--- config.mk ---
export PLATFORM = sky130hd
export DESIGN_NAME = uart_tx_result_ctrl
export DESIGN_NICKNAME = d
export VERILOG_FILES = /design/src/rtl/uart_tx_result_ctrl.sv
export SDC_FILE = /design/constraint.sdc
export NUM_CORES = 1
export LEC_CHECK = 0
export CELL_PAD_IN_SITES_DETAIL_PLACEMENT = 0
export CELL_PAD_IN_SITES_GLOBAL_PLACEMENT = 1
export CORE_MARGIN = 5
export CORE_UTILIZATION = 40
export DETAILED_ROUTE_END_ITERATION = 7
export PLACE_DENSITY = 0.87
export SLEW_MARGIN = 20
export SYNTH_ARGS = -nofsm -noshare
export SYNTH_HDL_FRONTEND = slang
export SYNTH_SLANG_ARGS = --single-unit
export TNS_END_PERCENT = 30
--- constraint.sdc ---
create_clock -name clock -period 2.8 [get_ports clock]
set_clock_uncertainty 0.15 [all_clocks]
set_input_delay 0.56 -clock clock [delete_from_list [all_inputs] [get_ports clock]]
set_output_delay 0.56 -clock clock [all_outputs]
set_load 0.005 [all_outputs]
--- src/rtl/uart_tx_result_ctrl.sv ---
// Transmit side of the UART calculator link: captures an N-bit result on trigger and
// sends it as uppercase ASCII hex digits (MSB first), optionally followed by CR LF.
module uart_tx_result_ctrl #(
    parameter int unsigned N           = 16,
    parameter int unsigned SEND_CRLF   = 1,
    parameter int unsigned ACK_TIMEOUT = 1024
) (
    input  logic         clock,
    input  logic         reset,
    input  logic         trigger,
    input  logic [N-1:0] value,
    input  logic         tx_busy,
    output logic         tx_start,
    output logic [7:0]   tx_data,
    output logic         busy,
    output logic         done,
    output logic         err
);

    localparam int unsigned DIGITS = N / 4;
    localparam int unsigned LEN    = DIGITS + 2 * SEND_CRLF;
    localparam int unsigned IDX_W  = $clog2(LEN + 1);
    localparam int unsigned CNT_W  = (ACK_TIMEOUT > 1) ? $clog2(ACK_TIMEOUT) : 1;

    typedef enum logic [1:0] {
        IDLE,
        SEND,
        WAIT_ACK,
        WAIT_DONE
    } state_t;

    state_t             state;
    logic [N-1:0]       data_q;
    logic [IDX_W-1:0]   idx;
    logic [CNT_W-1:0]   cnt;
    logic [7:0]         char_c;
    logic               last_c;

    function automatic logic [7:0] hex_ascii(input logic [3:0] d);
        return (d < 4'd10) ? (8'h30 + {4'h0, d}) : (8'h37 + {4'h0, d});
    endfunction

    // The captured value shifts left one nibble per digit, so the top nibble is always next.
    always_comb begin
        char_c = 8'h0A;
        if (idx < IDX_W'(DIGITS)) begin
            char_c = hex_ascii(data_q[N-1 -: 4]);
        end else if (idx == IDX_W'(DIGITS)) begin
            char_c = 8'h0D;
        end
    end

    assign last_c = (idx == IDX_W'(LEN - 1));

    always_ff @(posedge clock) begin
        if (reset) begin
            state    <= IDLE;
            tx_start <= 1'b0;
            tx_data  <= 8'h00;
            busy     <= 1'b0;
            done     <= 1'b0;
            err      <= 1'b0;
            idx      <= '0;
            cnt      <= '0;
            data_q   <= '0;
        end else begin
            done <= 1'b0;
            case (state)
                IDLE: begin
                    if (trigger) begin
                        data_q <= value;
                        idx    <= '0;
                        busy   <= 1'b1;
                        state  <= SEND;
                    end
                end
                SEND: begin
                    if (!tx_busy) begin
                        tx_start <= 1'b1;
                        tx_data  <= char_c;
                        data_q   <= data_q << 4;
                        cnt      <= '0;
                        state    <= WAIT_ACK;
                    end
                end
                WAIT_ACK: begin
                    tx_start <= 1'b0;
                    if (tx_busy) begin
                        state <= WAIT_DONE;
                    end else if (cnt == CNT_W'(ACK_TIMEOUT - 1)) begin
                        // Transmitter never acknowledged: flag it and move on as if sent.
                        err <= 1'b1;
                        if (last_c) begin
                            done  <= 1'b1;
                            busy  <= 1'b0;
                            state <= IDLE;
                        end else begin
                            idx   <= idx + IDX_W'(1);
                            state <= SEND;
                        end
                    end else begin
                        cnt <= cnt + CNT_W'(1);
                    end
                end
                WAIT_DONE: begin
                    if (!tx_busy) begin
                        if (last_c) begin
                            done  <= 1'b1;
                            busy  <= 1'b0;
                            state <= IDLE;
                        end else begin
                            idx   <= idx + IDX_W'(1);
                            state <= SEND;
                        end
                    end
                end
                default: state <= IDLE;
            endcase
        end
    end

endmodule
# == Word-level counts from Yosys, hierarchy flattened ==
# Cells that the tools add are included.
# totals
output_inout_bits,12
word_cells,76
inputBits,20
regBits,43
# op_classes
magnitude_cmp,2
n_bitwise,1
eq_ne,13
addsub,4
n_reduce_logical,11
mux,36
# op_table
operator,n
16-bit two-way mux,2
16-bit case mux with 2 select lines,1
10-bit two-way mux,3
10-bit case mux with 2 select lines,1
3-bit two-way mux,6
6-bit by 4-bit adder with 7-bit output (first input constant),2
2-bit != test (second input constant),6
1-bit two-way mux,11
10-bit by 1-bit adder with 10-bit output (second input constant),1
10-bit equality test (second input constant),1
2-bit two-way mux,5
3-bit case mux with 3 select lines,1
8-bit two-way mux,1
2-bit case mux with 4 select lines,1
4-bit AND reduction,2
7-bit two-way mux,1
3-bit equality test (second input constant),2
3-bit AND reduction,2
5-bit AND reduction,1
2-bit equality test (second input constant),2
4-bit < comparator (second input constant),1
1-bit case mux with 2 select lines,2
2-bit AND reduction,2
2-bit nonzero test,2
other kinds (8),8

# == Logic depth before layout (Yosys ltp) ==
# Gate-level depths: netlist of run 1.
# logic_depth
word_depth,5
mapped_depth,7
mapped_depth_nobuf,6

# == Worst setup path before layout of run 1 ==
# Ideal clock, no wire load.
# synth_timing
path_kind,register to register
startpoint,reg cnt[0]
endpoint,reg cnt[8]
slack_ps,807
synth_period_minus_slack_ps,1993
stages_incl_launch_ff,8
t_arrival_ps,1774
n_path_buf,2
required_time_ps,2580
setup_time_ps,70
path_cell_list,dfxtp_1 > ha_1 > and4_1 > buf_6 > and4_4 > buf_6 > or4_1 > a21oi_1
# synth_between
elab_chain_len,4
elab_cells_between_ends,7
cone_classes,add/sub (1); eq/ne (2); mux (3); reduce/logical (1)
# synth_rtl
item,line,source
start: declaration,35,logic [CNT_W-1:0] cnt;
start signal: assignment,102,cnt <= cnt + CNT_W'(1);
10-bit by 1-bit adder with 10-bit output,102,
10-bit two-way mux,90,end else if (cnt == CNT_W'(ACK_TIMEOUT - 1)) begin
10-bit two-way mux,88,if (tx_busy) begin
10-bit case mux with 2 select lines,68,case (state)
# Parallel ways exist; a longest one is shown, timed or not. The select of a mux whose other input is x is not followed.
# A chain may end at the register's enable or synchronous reset.

# == Final worst setup path of run 1 ==
# layout_timing
startpoint,in tx_busy
endpoint,reg data_q[5]
# layout_between
elab_chain_len,2
# layout_rtl
item,line,source
start: declaration,12,"input logic tx_busy,"
2-bit != test (no source line),-,
3-bit AND reduction (no source line),-,
end signal: assignment,71,data_q <= value;
end signal: assignment,81,data_q <= data_q << 4;
end: declaration,33,logic [N-1:0] data_q;
# No other way between the ends.

==> metrics, run 1 <==
status=completed; Switch Pwr=around 0.35 mW; share of layout cells above drive strength 1=roughly 6.9%; syn_nets=approximately 260; clk root buf=clkbuf_8; Setup Fix Bufs, Post-CTS=0; Die Area=between 0.006 and 0.007 mm2; asr flop ratio synth=0%; Synth cell types=between 50 and 60; Worst EP arrival=approximately 2.3 ns; Final ANT Viol Nets=0; P&R area growth vs syn=18.6%; # DRC=0; Comb power frac=around 16%; Initial Utilization=roughly two fifths; Synth area leader=dfxtp_1; # port buffers=30; sequential power share=roughly half; Critical Path RT=2.86 ns; most frequent cells in the layout=dfxtp_1, clkdlybuf4s50_1, nor2_1; post-synth top area share=a little under 40%; Placer Congestion=about 0.80; via count=about 1800; DRT iter0 DRCs=between 70 and 80; dpl cell area=between 0.002 and 0.0025 mm2; synthesized area per cell=8.93 um2; Syn Inst Count=239; crit start category=input pin; internal power=1.04 mW; largest cells by area after synthesis=dfxtp_1, mux2i_1, a211oi_1; Bufs on Longest Clock Path=2; hold_ws=between 0.3 and 0.4 ns; EDFF count, synth=0; max frequency=~0.45 GHz; Pleak=0.903 nW; sw frac=around a quarter; CTS HTree Levels=2; Final Max Slew Viols=0; Fin. Hold Viols=0; Max Cap Violations=0; TritonCTS Buffers=5; worst-path maximum fanout=24; vias in the first global route=around 1600; ys flop type=dfxtp_1; PD cells=between 500 and 600 mW/mm2; clk sinks=42; Hold Path Class=register to register; Slowest-stage cell, CP=clkdlybuf4s50_1; Placed Instances=323; Buf/Inv on CP=1; grt ovf=0; RSZ-0062 raised after global routing=false; initial antenna violation count=0; slowest stage delay, CP=~0.58 ns; Setup WS post-layout=0.586 ns; final-stage net count=between 200 and 300; wire length per cell=about 14 um; leading cell type in the layout, fill and taps excluded=dfxtp_1; clock period minus worst slack=2.21 ns; Site Rows=26; Critical Path Sink Type=register; post-cts sizing count=0; DR vias/cell=roughly 5.4; die width=83.0 um; total wire length=4.48 mm; Hold Buf Count CTS=0; Max rail drop VDD=a little over 200 uV; Die Span Y=83.0 um; final setup fails=0; pre-CTS setup slack=between 0.2 and 0.3 ns; worst path cell trace=clkdlybuf4s50_1, or3b_1, nand2_4, nor2_1, a211oi_1; HPWL Detailed=roughly 3.2 mm; largest net degree at the start of global routing=25; Syn. warnings=0; first-pass GRT wire length=approximately 7.7 mm; Tot GR Track Use=13.4%; Yosys reg bits=42; clk_lat worst skew=about 0.29 ns; Fillers=~520; final instance area=0.00253 mm2; CTS tree=built; Final period util=79.1%; core area=0.00514 mm2; clock power share=35.3%; drt pass-1 iters=4; Fin Setup TNS=0 ns; Top delay family on crit path=simple AND/OR/NAND/NOR gates; Setup CP Type=input pin to register; Worst Tran Pin Value=~0.53 ns; Inserted Diodes=0; sequential element share of the synthesized area=about 39%; Clk pin slew, worst setup/hold paths=0.08 ns; Worst slew margin=between 60% and 70%; Syn Std Cell Area=approximately 0.0021 mm2; final non-filler cell total=330; Ports=32
[per-layer routing]
metal,up-vias,track usage [%],routed length [um]
met5,-,0,0
met4,0,5.79,83
met3,7,3.07,187
met2,39,20.7,1940
met1,821,17.8,2270
li1,920,-,-
[power by group through the flow]
stage / Sequential (mW) / Clock, mW / Combinational [mW]
6_report: 0.671 / 0.490 / 0.225
3_5_place_dp: 0.685 / 0 / 0.227
2_1_floorplan: 0.672 / 0 / 0.173
3_3_place_gp: 0.685 / 0 / 0.223
5_1_grt: 0.678 / 0.533 / 0.253
4_1_cts: 0.671 / 0.509 / 0.228
[Yosys cell counts (3+ instances only)]
| cell type | n |
|---|---|
| a211oi_1 | 15 |
| a21oi_1 | 20 |
| a22oi_1 | 5 |
| a31oi_1 | 4 |
| buf_2 | 5 |
| buf_6 | 6 |
| clkbuf_1 | 6 |
| dfxtp_1 | 42 |
| ha_1 | 5 |
| inv_1 | 7 |
| mux2i_1 | 13 |
| nand2_1 | 14 |
| nand2b_1 | 3 |
| nand3_1 | 4 |
| nor2_1 | 27 |
| o211ai_1 | 4 |
| o21ai_0 | 6 |
| o31ai_1 | 7 |
| or4_1 | 5 |
[per-stage QoR]
| stage | utilization, % | total power [mW] |
|---|---|---|
| 2_1_floorplan | - | 0.845 |
| 3_3_place_gp | 47.0 | 0.908 |
| 3_5_place_dp | 47.0 | 0.913 |
| 4_1_cts | 49.2 | 1.41 |
| 5_1_grt | 49.2 | 1.46 |
| 6_report | 49.2 | 1.39 |
[tightest hold or removal path, stage by stage, from the launching register on]
cell	delay (ns)
dfxtp_1	0.31
nand2_1	0.05
a21oi_1	0.05
[cells by family after synthesis]
family                   after synthesis  synth area share, %
XOR/XNOR                               2                0.821
flip-flops                            42                 39.4
buffers and inverters                 27                 7.51
adder cells (fa/ha/maj)                5                 2.93
AO/OA/AOI/OAI                         71                 22.8
AND/OR/NAND/NOR                       78                 20.3
multiplexers                          13                 6.10
other                                  1                0.176
[area by class of cell]
class	count	area [um2]	share of cell area (%)
Clock buffer	6	82.6	3.26
Clock inverter	1	30.0	1.19
Inverter	7	26.3	1.04
Multi-Input combinational cell	170	1130	44.8
Sequential cell	42	841	33.2
Tap cell	70	87.6	3.46
Timing Repair Buffer	34	330	13.1
[path summary, 6_finish.rpt]
| kind | cells past startpoint | from | to | slack [ns] |
|---|---|---|---|---|
| worst max register to register | 4 | state[1] | cnt[3] | 0.62 |
| worst max-delay path | 5 | tx_busy | data_q[5] | 0.59 |
| worst min register to register | 2 | tx_data[6] | tx_data[6] | 0.31 |
| worst min-delay path | 2 | tx_data[6] | tx_data[6] | 0.31 |
[sequential cells by signal, indices dropped and copies added (netlist names)]
name and cells:
done 1, err 1, data_q 16, state 2
idx 3, cnt 10, tx_data 7, busy 1
tx_start 1
Power figures use the tool's default switching activity.
==> run 2, diff against run 1 <==
Clock period 2.8 ns to 2.3 ns, I/O delays scaled along.
==> run 2 against run 1 <==
Hold slack improved by 0.00083 ns. Register-to-register slack got worse by 0.42 ns. Largest cell class unchanged. Clock-buffer cell count decreased by 1. Critical path depth increased by 1.
==> metrics, run 2 (same netlist as run 1, synthesis figures left out) <==
PD cells=690 mW/mm2 (was 548 mW/mm2); Tot GR Track Use=13.9% (was 13.4%); Hold Buf Count CTS=0 (unchanged); grt ovf=0 (unchanged); WHS Endpoint=tx_data[6] (unchanged); Hold Path Depth=2 (unchanged); die width=83.0 um (unchanged); worst hold start=tx_data[6] (unchanged); Post-Route Utilization=51.3% (was 49.2%); R2R setup slack=0.20 ns (was 0.62 ns); status=completed (unchanged); largest net degree at the start of global routing=25 (unchanged); Final ANT Viol Nets=0 (unchanged); post-cts sizing count=0 (unchanged); first-pass GRT wire length=8.05 mm (was 7.71 mm); Pleak=0.965 nW (was 0.903 nW); # DRC=0 (unchanged); share of layout cells above drive strength 1=11.0% (was 6.92%); Die Span Y=83.0 um (unchanged); CTS HTree Levels=2 (unchanged); Setup Fix Bufs, Post-CTS=0 (unchanged); Setup CP Type=register to register (was input pin to register); clock period minus worst slack=~2.1 ns; TritonCTS Buffers=5 (unchanged); clk root buf=clkbuf_8 (unchanged); HPWL Detailed=3.42 mm (was 3.18 mm); routed length on met1=2.24 mm (was 2.27 mm); Placer Congestion=0.821 (was 0.799); Ports=32 (unchanged); worst-path maximum fanout=8 (was 24); P&R area growth vs syn=23.6% (was 18.6%); CTS tree=built (unchanged); DR vias/cell=5.34 (was 5.42); met3 WL post-DR=193 um (was 187 um); Max rail drop VDD=433 uV (was 205 uV); Worst R2R End=idx[1] (was cnt[3]); via count=1825 (was 1787); most frequent cells in the layout=dfxtp_1, clkdlybuf4s50_1, nor2_1 (unchanged); Max Cap Violations=0 (unchanged); Final period util=roughly nine tenths; total wire length=4.63 mm (was 4.48 mm); # port buffers=30 (unchanged); Slowest-stage cell, CP=and4_1 (was clkdlybuf4s50_1); Top delay family on crit path=simple AND/OR/NAND/NOR gates (unchanged); RSZ-0062 raised after global routing=false (unchanged); Top reg by flops=data_q (unchanged); clk sinks=42 (unchanged); WL met2=2.12 mm (was 1.94 mm); uppermost routed layer=met4 (unchanged); initial antenna violation count=0 (unchanged); Inserted Diodes=0 (unchanged); Critical Path RT=2.38 ns (was 2.86 ns); Critical Path Sink Type=register (unchanged); Worst EP arrival=2.18 ns (was 2.27 ns); Bufs on Longest Clock Path=2 (unchanged); Clk pin slew, worst setup/hold paths=0.08 ns (about the same); DRT iter0 DRCs=78 (was 71); clk_lat worst skew=0.30 ns (was 0.29 ns); Initial Utilization=41.5% (unchanged); max frequency=approximately 0.48 GHz; wire length per cell=13.5 um (was 13.6 um); Fin Setup TNS=0 ns (unchanged); core area=0.00514 mm2 (unchanged); slowest stage delay, CP=0.41 ns (was 0.58 ns); Reg2Reg Depth=6 (was 4); worst r2r src=cnt[0] (was state[1]); biggest regs=data_q (16), cnt (10), tx_data (7) (unchanged); Site Rows=26 (unchanged); final-stage net count=296 (was 285); Buf/Inv on CP=1 (unchanged); vias in the first global route=1758 (was 1628); worst path cell trace=ha_1, and4_1, a31oi_4, buf_4, or3_1, a21oi_1 (was clkdlybuf4s50_1, or3b_1, nand2_4, nor2_1, a211oi_1); drt pass-1 iters=4 (unchanged); Fin. Hold Viols=0 (unchanged); Die Area=0.00689 mm2 (unchanged); leading cell type in the layout, fill and taps excluded=dfxtp_1 (unchanged); crit start category=register (was input pin); Hold Path Class=register to register (unchanged); Final Max Slew Viols=0 (unchanged); final setup fails=0 (unchanged); max FFs per register=16 (unchanged)
run 2: cell types whose count changed in the layout (fill, tap and decap cells not counted):
cell	change
buf_4	+11
bufinv_16	+1
clkinv_4	+1
clkbuf_8	-1
run 2: final cells by class:
type                            instances  area (um2)
Clock buffer                            5        68.8
Clock inverter                          3        68.8
Fill cell                             508        2500
Inverter                                7        26.3
Multi-Input combinational cell        170        1130
Sequential cell                        42         841
Tap cell                               70        87.6
Timing Repair Buffer                   45         413
run 2: layer usage:
| layer | vias to the layer above | GRT usage [%] |
|---|---|---|
| met1 | 840 | 18.2 |
| met4 | 0 | 5.94 |
| met2 | 33 | 21.7 |
| met5 | - | 0 |
| met3 | 7 | 3.27 |
| li1 | 945 | - |
run 2: worst max path at each step:
stage / from / end / slack [ns] / cells past startpoint
2_1_floorplan: cnt[0] / cnt[8] / 0.31 / 7
3_5_place_dp: trigger / data_q[15] / 0.007 / 5
3_3_place_gp: tx_busy / cnt[5] / 0.08 / 5
6_report: cnt[0] / idx[1] / 0.20 / 6
4_1_cts: cnt[0] / idx[1] / 0.18 / 6
5_1_grt: cnt[0] / idx[1] / 0.03 / 6
run 2: worst reg2reg max path, stage by stage, from the launching register on:
cell,delay [ns]
dfxtp_1,0.40
ha_1,0.21
and4_1,0.41
a31oi_4,0.17
buf_4,0.18
or3_1,0.36
a21oi_1,0.14
run 2: metrics by stage:
stage	setup WS (ns)	instances	cell area, um2	hold slack, ns	total power [mW]
3_5_place_dp	0.00695	334	2500	0.304	1.13
2_1_floorplan	0.307	239	2130	0.298	1.03
6_report	0.200	342	2640	0.308	1.82
3_3_place_gp	0.0800	334	2500	0.300	1.13
5_1_grt	0.0301	342	2640	0.341	1.91
4_1_cts	0.178	342	2640	0.314	1.84
run 2: where the power goes:
group | switching [mW] | leakage (nW) | internal [mW] | total (mW)
clock network | 0.271 | 0.0683 | 0.435 | 0.706
logic | 0.144 | 0.554 | 0.157 | 0.301
registers | 0.0408 | 0.343 | 0.773 | 0.814
